`config.mk`:
```
export PLATFORM = sky130hd
export DESIGN_NAME = load_store_unit
export DESIGN_NICKNAME = d
export VERILOG_FILES = /design/src/rtl/load_store_unit_pkg.sv /design/src/rtl/load_store_align.sv /design/src/rtl/load_store_unit.sv
export SDC_FILE = /design/constraint.sdc
export NUM_CORES = 1
export LEC_CHECK = 0
export CAP_MARGIN = 20
export CORE_UTILIZATION = 46
export CTS_BUF_LIST = sky130_fd_sc_hd__clkbuf_4
export DETAILED_ROUTE_END_ITERATION = 8
export GPL_TIMING_DRIVEN = 1
export PLACE_DENSITY = 0.84
export SLEW_MARGIN = 40
export SYNTH_ARGS = -nofsm -noshare
export SYNTH_HDL_FRONTEND = slang
export SYNTH_SLANG_ARGS = --single-unit
```
`constraint.sdc`:
```
create_clock -name clock -period 4.55 [get_ports clock]
set_input_delay 1.365 -clock clock [delete_from_list [all_inputs] [get_ports clock]]
set_output_delay 1.365 -clock clock [all_outputs]
set_load 0.02 [all_outputs]
```
`src/rtl/load_store_unit_pkg.sv`:
```
`default_nettype none
// ============================================================================
//  Module      : load_store_unit_pkg
//  Description : Shared size encodings, FSM state encodings and widths for the
//                data-memory load/store unit.
//  Revision    : 1.0  initial release
// ============================================================================
package load_store_unit_pkg;

    localparam int c_ADDRESS_SIZE = 8;
    localparam int c_DATA_SIZE    = 32;

    localparam logic [1:0] c_SIZE_BYTE = 2'b00;
    localparam logic [1:0] c_SIZE_HALF = 2'b01;
    localparam logic [1:0] c_SIZE_WORD = 2'b10;

    typedef enum logic [2:0] {
        c_ST_IDLE  = 3'd0,
        c_ST_READ  = 3'd1,
        c_ST_MERGE = 3'd2,
        c_ST_WRITE = 3'd3,
        c_ST_ERROR = 3'd4
    } state_t;

endpackage : load_store_unit_pkg
`default_nettype wire

```
`src/rtl/load_store_align.sv`:
```
`default_nettype none
// ============================================================================
//  Module      : load_store_align
//  Description : Little-endian lane selection, load sign/zero extension,
//                sub-word store merge and misalignment detection.
//  Revision    : 1.0  initial release
// ============================================================================
module load_store_align
    import load_store_unit_pkg::*;
#(
    parameter int DATA_SIZE = c_DATA_SIZE
) (
    input  logic [DATA_SIZE-1:0] i_raw_word,
    input  logic [1:0]           i_offset,
    input  logic [1:0]           i_size,
    input  logic                 i_unsigned,
    input  logic [DATA_SIZE-1:0] i_store_data,
    output logic [DATA_SIZE-1:0] o_load_value,
    output logic [DATA_SIZE-1:0] o_store_word,
    output logic                 o_misaligned
);

    logic [7:0]  w_byte;
    logic [15:0] w_half;

    assign w_byte = i_raw_word[8*i_offset +: 8];
    assign w_half = i_raw_word[16*i_offset[1] +: 16];

    always_comb begin
        o_load_value = '0;
        o_store_word = i_raw_word;
        case (i_size)
            c_SIZE_BYTE: begin
                o_load_value = {{(DATA_SIZE-8){~i_unsigned & w_byte[7]}}, w_byte};
                o_store_word[8*i_offset +: 8] = i_store_data[7:0];
            end
            c_SIZE_HALF: begin
                o_load_value = {{(DATA_SIZE-16){~i_unsigned & w_half[15]}}, w_half};
                o_store_word[16*i_offset[1] +: 16] = i_store_data[15:0];
            end
            c_SIZE_WORD: begin
                o_load_value = i_raw_word;
                o_store_word = i_store_data;
            end
            default: begin
                o_load_value = '0;
                o_store_word = i_raw_word;
            end
        endcase
    end

    assign o_misaligned = ((i_size == c_SIZE_HALF) && i_offset[0])
                       || ((i_size == c_SIZE_WORD) && (i_offset != 2'b00))
                       || (i_size == 2'b11);

endmodule : load_store_align
`default_nettype wire

```
`src/rtl/load_store_unit.sv`:
```
`default_nettype none
// ============================================================================
//  Module      : load_store_unit
//  Description : Data-memory initiator: byte/half/word loads and stores over a
//                word-addressed memory, read-modify-write for sub-word stores.
//  Revision    : 1.0  initial release
// ============================================================================
module load_store_unit
    import load_store_unit_pkg::*;
#(
    parameter int ADDRESS_SIZE = c_ADDRESS_SIZE,
    parameter int DATA_SIZE    = c_DATA_SIZE
) (
    input  logic                    clock,
    input  logic                    reset,
    input  logic                    req_valid,
    output logic                    req_ready,
    input  logic                    req_write,
    input  logic [1:0]              req_size,
    input  logic                    req_unsigned,
    input  logic [ADDRESS_SIZE+1:0] req_address,
    input  logic [DATA_SIZE-1:0]    req_data,
    output logic                    resp_valid,
    output logic                    resp_error,
    output logic [DATA_SIZE-1:0]    resp_data,
    output logic                    mem_read,
    output logic                    mem_write,
    output logic [ADDRESS_SIZE-1:0] mem_address,
    output logic [DATA_SIZE-1:0]    mem_data_out,
    input  logic [DATA_SIZE-1:0]    mem_data_in
);

    state_t                  r_state;
    logic [ADDRESS_SIZE+1:0] r_address;
    logic [1:0]              r_size;
    logic                    r_write;
    logic                    r_unsigned;
    logic [DATA_SIZE-1:0]    r_data;

    logic                    w_idle;
    logic [1:0]              w_offset;
    logic [1:0]              w_size;
    logic [DATA_SIZE-1:0]    w_load_value;
    logic [DATA_SIZE-1:0]    w_store_word;
    logic                    w_misaligned;
    logic                    w_load_done;

    // The aligner checks the live request while idle and the held one otherwise.
    assign w_idle   = (r_state == c_ST_IDLE);
    assign w_offset = w_idle ? req_address[1:0] : r_address[1:0];
    assign w_size   = w_idle ? req_size         : r_size;

    load_store_align #(
        .DATA_SIZE (DATA_SIZE)
    ) u_align (
        .i_raw_word   (mem_data_in),
        .i_offset     (w_offset),
        .i_size       (w_size),
        .i_unsigned   (r_unsigned),
        .i_store_data (r_data),
        .o_load_value (w_load_value),
        .o_store_word (w_store_word),
        .o_misaligned (w_misaligned)
    );

    always_ff @(posedge clock) begin
        if (reset) begin
            r_state    <= c_ST_IDLE;
            r_address  <= '0;
            r_size     <= '0;
            r_write    <= 1'b0;
            r_unsigned <= 1'b0;
            r_data     <= '0;
        end else begin
            case (r_state)
                c_ST_IDLE: begin
                    if (req_valid) begin
                        r_address  <= req_address;
                        r_size     <= req_size;
                        r_write    <= req_write;
                        r_unsigned <= req_unsigned;
                        r_data     <= req_data;
                        if (w_misaligned)
                            r_state <= c_ST_ERROR;
                        else if (req_write && (req_size == c_SIZE_WORD))
                            r_state <= c_ST_WRITE;
                        else
                            r_state <= c_ST_READ;
                    end
                end
                c_ST_READ:  r_state <= c_ST_MERGE;
                c_ST_MERGE: begin
                    if (r_write) begin
                        r_data  <= w_store_word;
                        r_state <= c_ST_WRITE;
                    end else begin
                        r_state <= c_ST_IDLE;
                    end
                end
                c_ST_WRITE: r_state <= c_ST_IDLE;
                c_ST_ERROR: r_state <= c_ST_IDLE;
                default:    r_state <= c_ST_IDLE;
            endcase
        end
    end

    // Every output is forced low while reset is asserted, whatever the state.
    assign w_load_done  = !reset && (r_state == c_ST_MERGE) && !r_write;
    assign req_ready    = !reset && w_idle;
    assign mem_read     = !reset && (r_state == c_ST_READ);
    assign mem_write    = !reset && (r_state == c_ST_WRITE);
    assign mem_address  = (mem_read || mem_write) ? r_address[ADDRESS_SIZE+1:2] : '0;
    assign mem_data_out = mem_write ? r_data : '0;
    assign resp_error   = !reset && (r_state == c_ST_ERROR);
    assign resp_valid   = w_load_done || mem_write || resp_error;
    assign resp_data    = w_load_done ? w_load_value : '0;

endmodule : load_store_unit
`default_nettype wire

```
==> run metrics <==
fmax=215 MHz; Placer Congestion=0.949; Final Max Slew Viols=0; CTS sink cnt=between 40 and 50; post-synthesis net count=approximately 640; Worst Reg-to-Reg Cells=13; mean post-synth cell area=approximately 7.4 um2; violated checks=setup timing; Clock Path Buffers=2; #FFs+latches synth=49; Pwr per Cell Area=roughly 280 mW/mm2; vias in the first global route=~4800; Starting Density=0.484; Final Hold Fails=0; remaining global-route overflow=0; crit-path cells=buf_6, or4b_4, a2111o_1, o221ai_2, o311ai_2, buf_4, or2_4, a21oi_4, buf_6; Main synth FF type=dfxtp_1; post-synthesis mux area share=0.0454; number of vias per cell=6.18; Leak=roughly 2.6 nW; Worst setup SP type=primary input; Die X=about 96 um; Synth Area in Adders=0.00926; CTS Root Cell=clkbuf_4; Final Cell Area=approximately 0.0062 mm2; Power, Total=1.73 mW; Post-Route Setup TNS=-1.48 ns; initial drt markers=613; max-cap viol count=0; r2r endpoint=r_data[16]; CTS tree=done; simple-gate area share of the yosys netlist=0.283; outcome=finished, violations left; Synth Area in XOR/XNOR=0; layout cells sized above 1=0.229; global-route wire length before repair=about 24000 um; post-synthesis cell type count=65; Die Area=~0.0092 mm2; Core ar.=0.00838 mm2; Worst path slowest cell=or4b_4; Inserted Diodes=0; CP top delay family=compound AO/OA/AOI/OAI gates; hold depth=2; Reg clk slew, reported paths=0.16 ns; final wirelength=16400 um; drt pass-1 iters=9; placed insts=~800; CP startpoint=req_address[0]; Fin Clk Skew=approximately 0.018 ns; Final Non-Filler Cells=between 800 and 900; worst hold start=r_data[23]; H-tree depth=2; final worst path period need=4.64 ns; TritonCTS Buffers=5; Synth Warn #=0; nets@finish=about 810; Setup violations, final=24; Hold WC Path Type=register to register; I/O Buffers=between 150 and 200; synthesis-to-finish area growth=53.5%; pin count of the biggest net entering global routing=34; compound-gate portion of the synthesized area=0.354; worst-path maximum fanout=8; vias post-DR=5164; # DRC=0; most frequent CP cell=buf_6; sequential area share after synthesis=0.242; relative slew slack=0.440; Avg WL per Cell=approximately 20 um; VDD IR-drop max=roughly 0.19 mV; final worst slack=-0.0914 ns; GR Util All Layers=0.347; Post-Synthesis Cells=approximately 550; hold endpoint=r_data[23]; IO Pins=~160; Die Y=95.9 um; initial antenna violation count=0; CP Data Required Time=around 3.2 ns; CP Buf/Inv Count=3; placed cell areas=around 0.0059 mm2; Setup Crit Path Kind=primary input to primary output; critical path arrival=3.28 ns; EDFF count, synth=0; unrepaired setup endpoints after global routing=yes; cell area after synthesis=0.00405 mm2; Core Rows=33; Tightest Pin Transition=0.840 ns; antenna-violating nets left=0; Worst setup EP type=primary output; Worst path max stage delay=between 0.4 and 0.5 ns; worst reg2reg setup slack=1.33 ns; worst slack, placed=-0.920 ns; fin crit share=1.02; Clock Latency Late Sink=around 0.37 ns; Post-synth ARST share=0; largest family of logic cells by synthesized area=compound AO/OA/AOI/OAI gates; fillers=688; reg2reg start=r_state[1]; post-DP HPWL=12100 um
[state kept, by name, indices dropped and copies added (netlist names)]
signal and count:
r_address 10, r_data 32, r_size 2, r_state 3, r_unsigned 1, r_write 1
[power breakdown]
part           total, mW  internal, mW  switching (mW)
Combinational      0.905         0.384           0.521
Clock              0.268         0.114           0.154
Sequential         0.555         0.488          0.0671
[worst max path at each step]
stage | to | depth (start not counted)
floorplan | resp_data[10] | 7
global placement | resp_data[30] | 9
detailed placement | resp_data[17] | 9
CTS | resp_data[25] | 10
global route | resp_data[14] | 9
finish | resp_data[10] | 9
[cell usage in the layout (no fill, tap or decap), types with 6 or more instances in the layout]
master,instances
a22o_1,7
mux2i_1,11
a21o_1,6
and3_1,9
nand2_1,85
a21oi_4,8
a21oi_2,17
dfxtp_1,49
o21ai_0,23
buf_4,73
a22oi_1,8
nor2_1,37
a21oi_1,61
dlygate4sd2_1,36
clkdlybuf4s15_2,6
buf_6,12
clkdlybuf4s50_1,85
a221oi_2,6
o31ai_1,27
nor2b_1,7
nor3_1,12
and2_1,33
a221o_1,6
a221oi_1,11
[worst register-to-register path, stage by stage (launching register included)]
cell      delay [ns]
dfxtp_1         0.51
buf_4           0.26
nor4b_4         0.32
nor2_2          0.08
buf_4           0.15
buf_6           0.15
buf_4           0.18
ha_1            0.30
nor2_1          0.16
nand2_1         0.11
o32ai_4         0.28
a21oi_1         0.11
a211oi_1        0.42
a21o_1          0.12
[area by class of cell]
cell class,count,area [um2],area share
Sequential cell,49,981,0.158
Tap cell,105,131,0.0211
Clock buffer,5,37.5,0.00603
Timing Repair Buffer,220,2010,0.324
Clock inverter,3,41.3,0.00664
Multi-Input combinational cell,449,3000,0.482
Inverter,4,15.0,0.00241
[stage by stage]
step,util,hold slack [ns]
final,0.742,0.464
after global placement,0.707,0.426
after floorplan,-,0.417
after detailed placement,0.708,0.432
after CTS,0.730,0.465
after global routing,0.742,0.486
[kinds of logic after synthesis]
group,count (synthesis)
AOI/OAI and AO/OA,203
adders and majority gates,3
buffers and inverters,54
DFF,49
muxes,16
and+or+nand+nor,226
[per-layer routing]
metal	up-vias	share of wire	track usage	wire, um
met5	-	0	0	0
met4	0	0.023	0.0983	378
met3	55	0.10	0.0427	1700
met2	358	0.47	0.570	7700
met1	2386	0.40	0.476	6580
li1	2365	-	-	-
[synth_stat cells (all sizes together) (2+ instances only)]
| master | instances | area (um2) |
|---|---|---|
| a211oi | 4 | 30.0 |
| buf | 22 | 150 |
| a221oi | 18 | 213 |
| and2 | 35 | 219 |
| or4b | 2 | 23.8 |
| clkbuf | 28 | 106 |
| nand3b | 3 | 22.5 |
| dfxtp | 49 | 981 |
| mux2i | 13 | 143 |
| a22oi | 8 | 60.1 |
| nand3 | 5 | 25.0 |
| nor4bb | 2 | 20.0 |
| nor2 | 43 | 174 |
| nor3b | 3 | 27.5 |
| or2 | 4 | 25.0 |
| o21ai | 27 | 143 |
| nor4b | 2 | 17.5 |
| o31ai | 28 | 215 |
| a21oi | 86 | 475 |
| a21o | 6 | 45.0 |
| mux2 | 3 | 41.3 |
| a221o | 6 | 60.1 |
| nand2 | 85 | 319 |
| and3 | 9 | 56.3 |
| nor3 | 17 | 111 |
| inv | 4 | 15.0 |
| o31a | 2 | 17.5 |
| nor2b | 7 | 43.8 |
| ha | 3 | 37.5 |
| a22o | 7 | 61.3 |
| nand2b | 5 | 31.3 |
[repair_timing]
action	in CTS	in global routing
gates cloned	3	0
gates resized for setup	213	33
endpoints found under the setup margin	64	34
pin swaps	11	11
hold buffers	0	0
buffers inserted	8	1
Power figures use the tool's default switching activity.
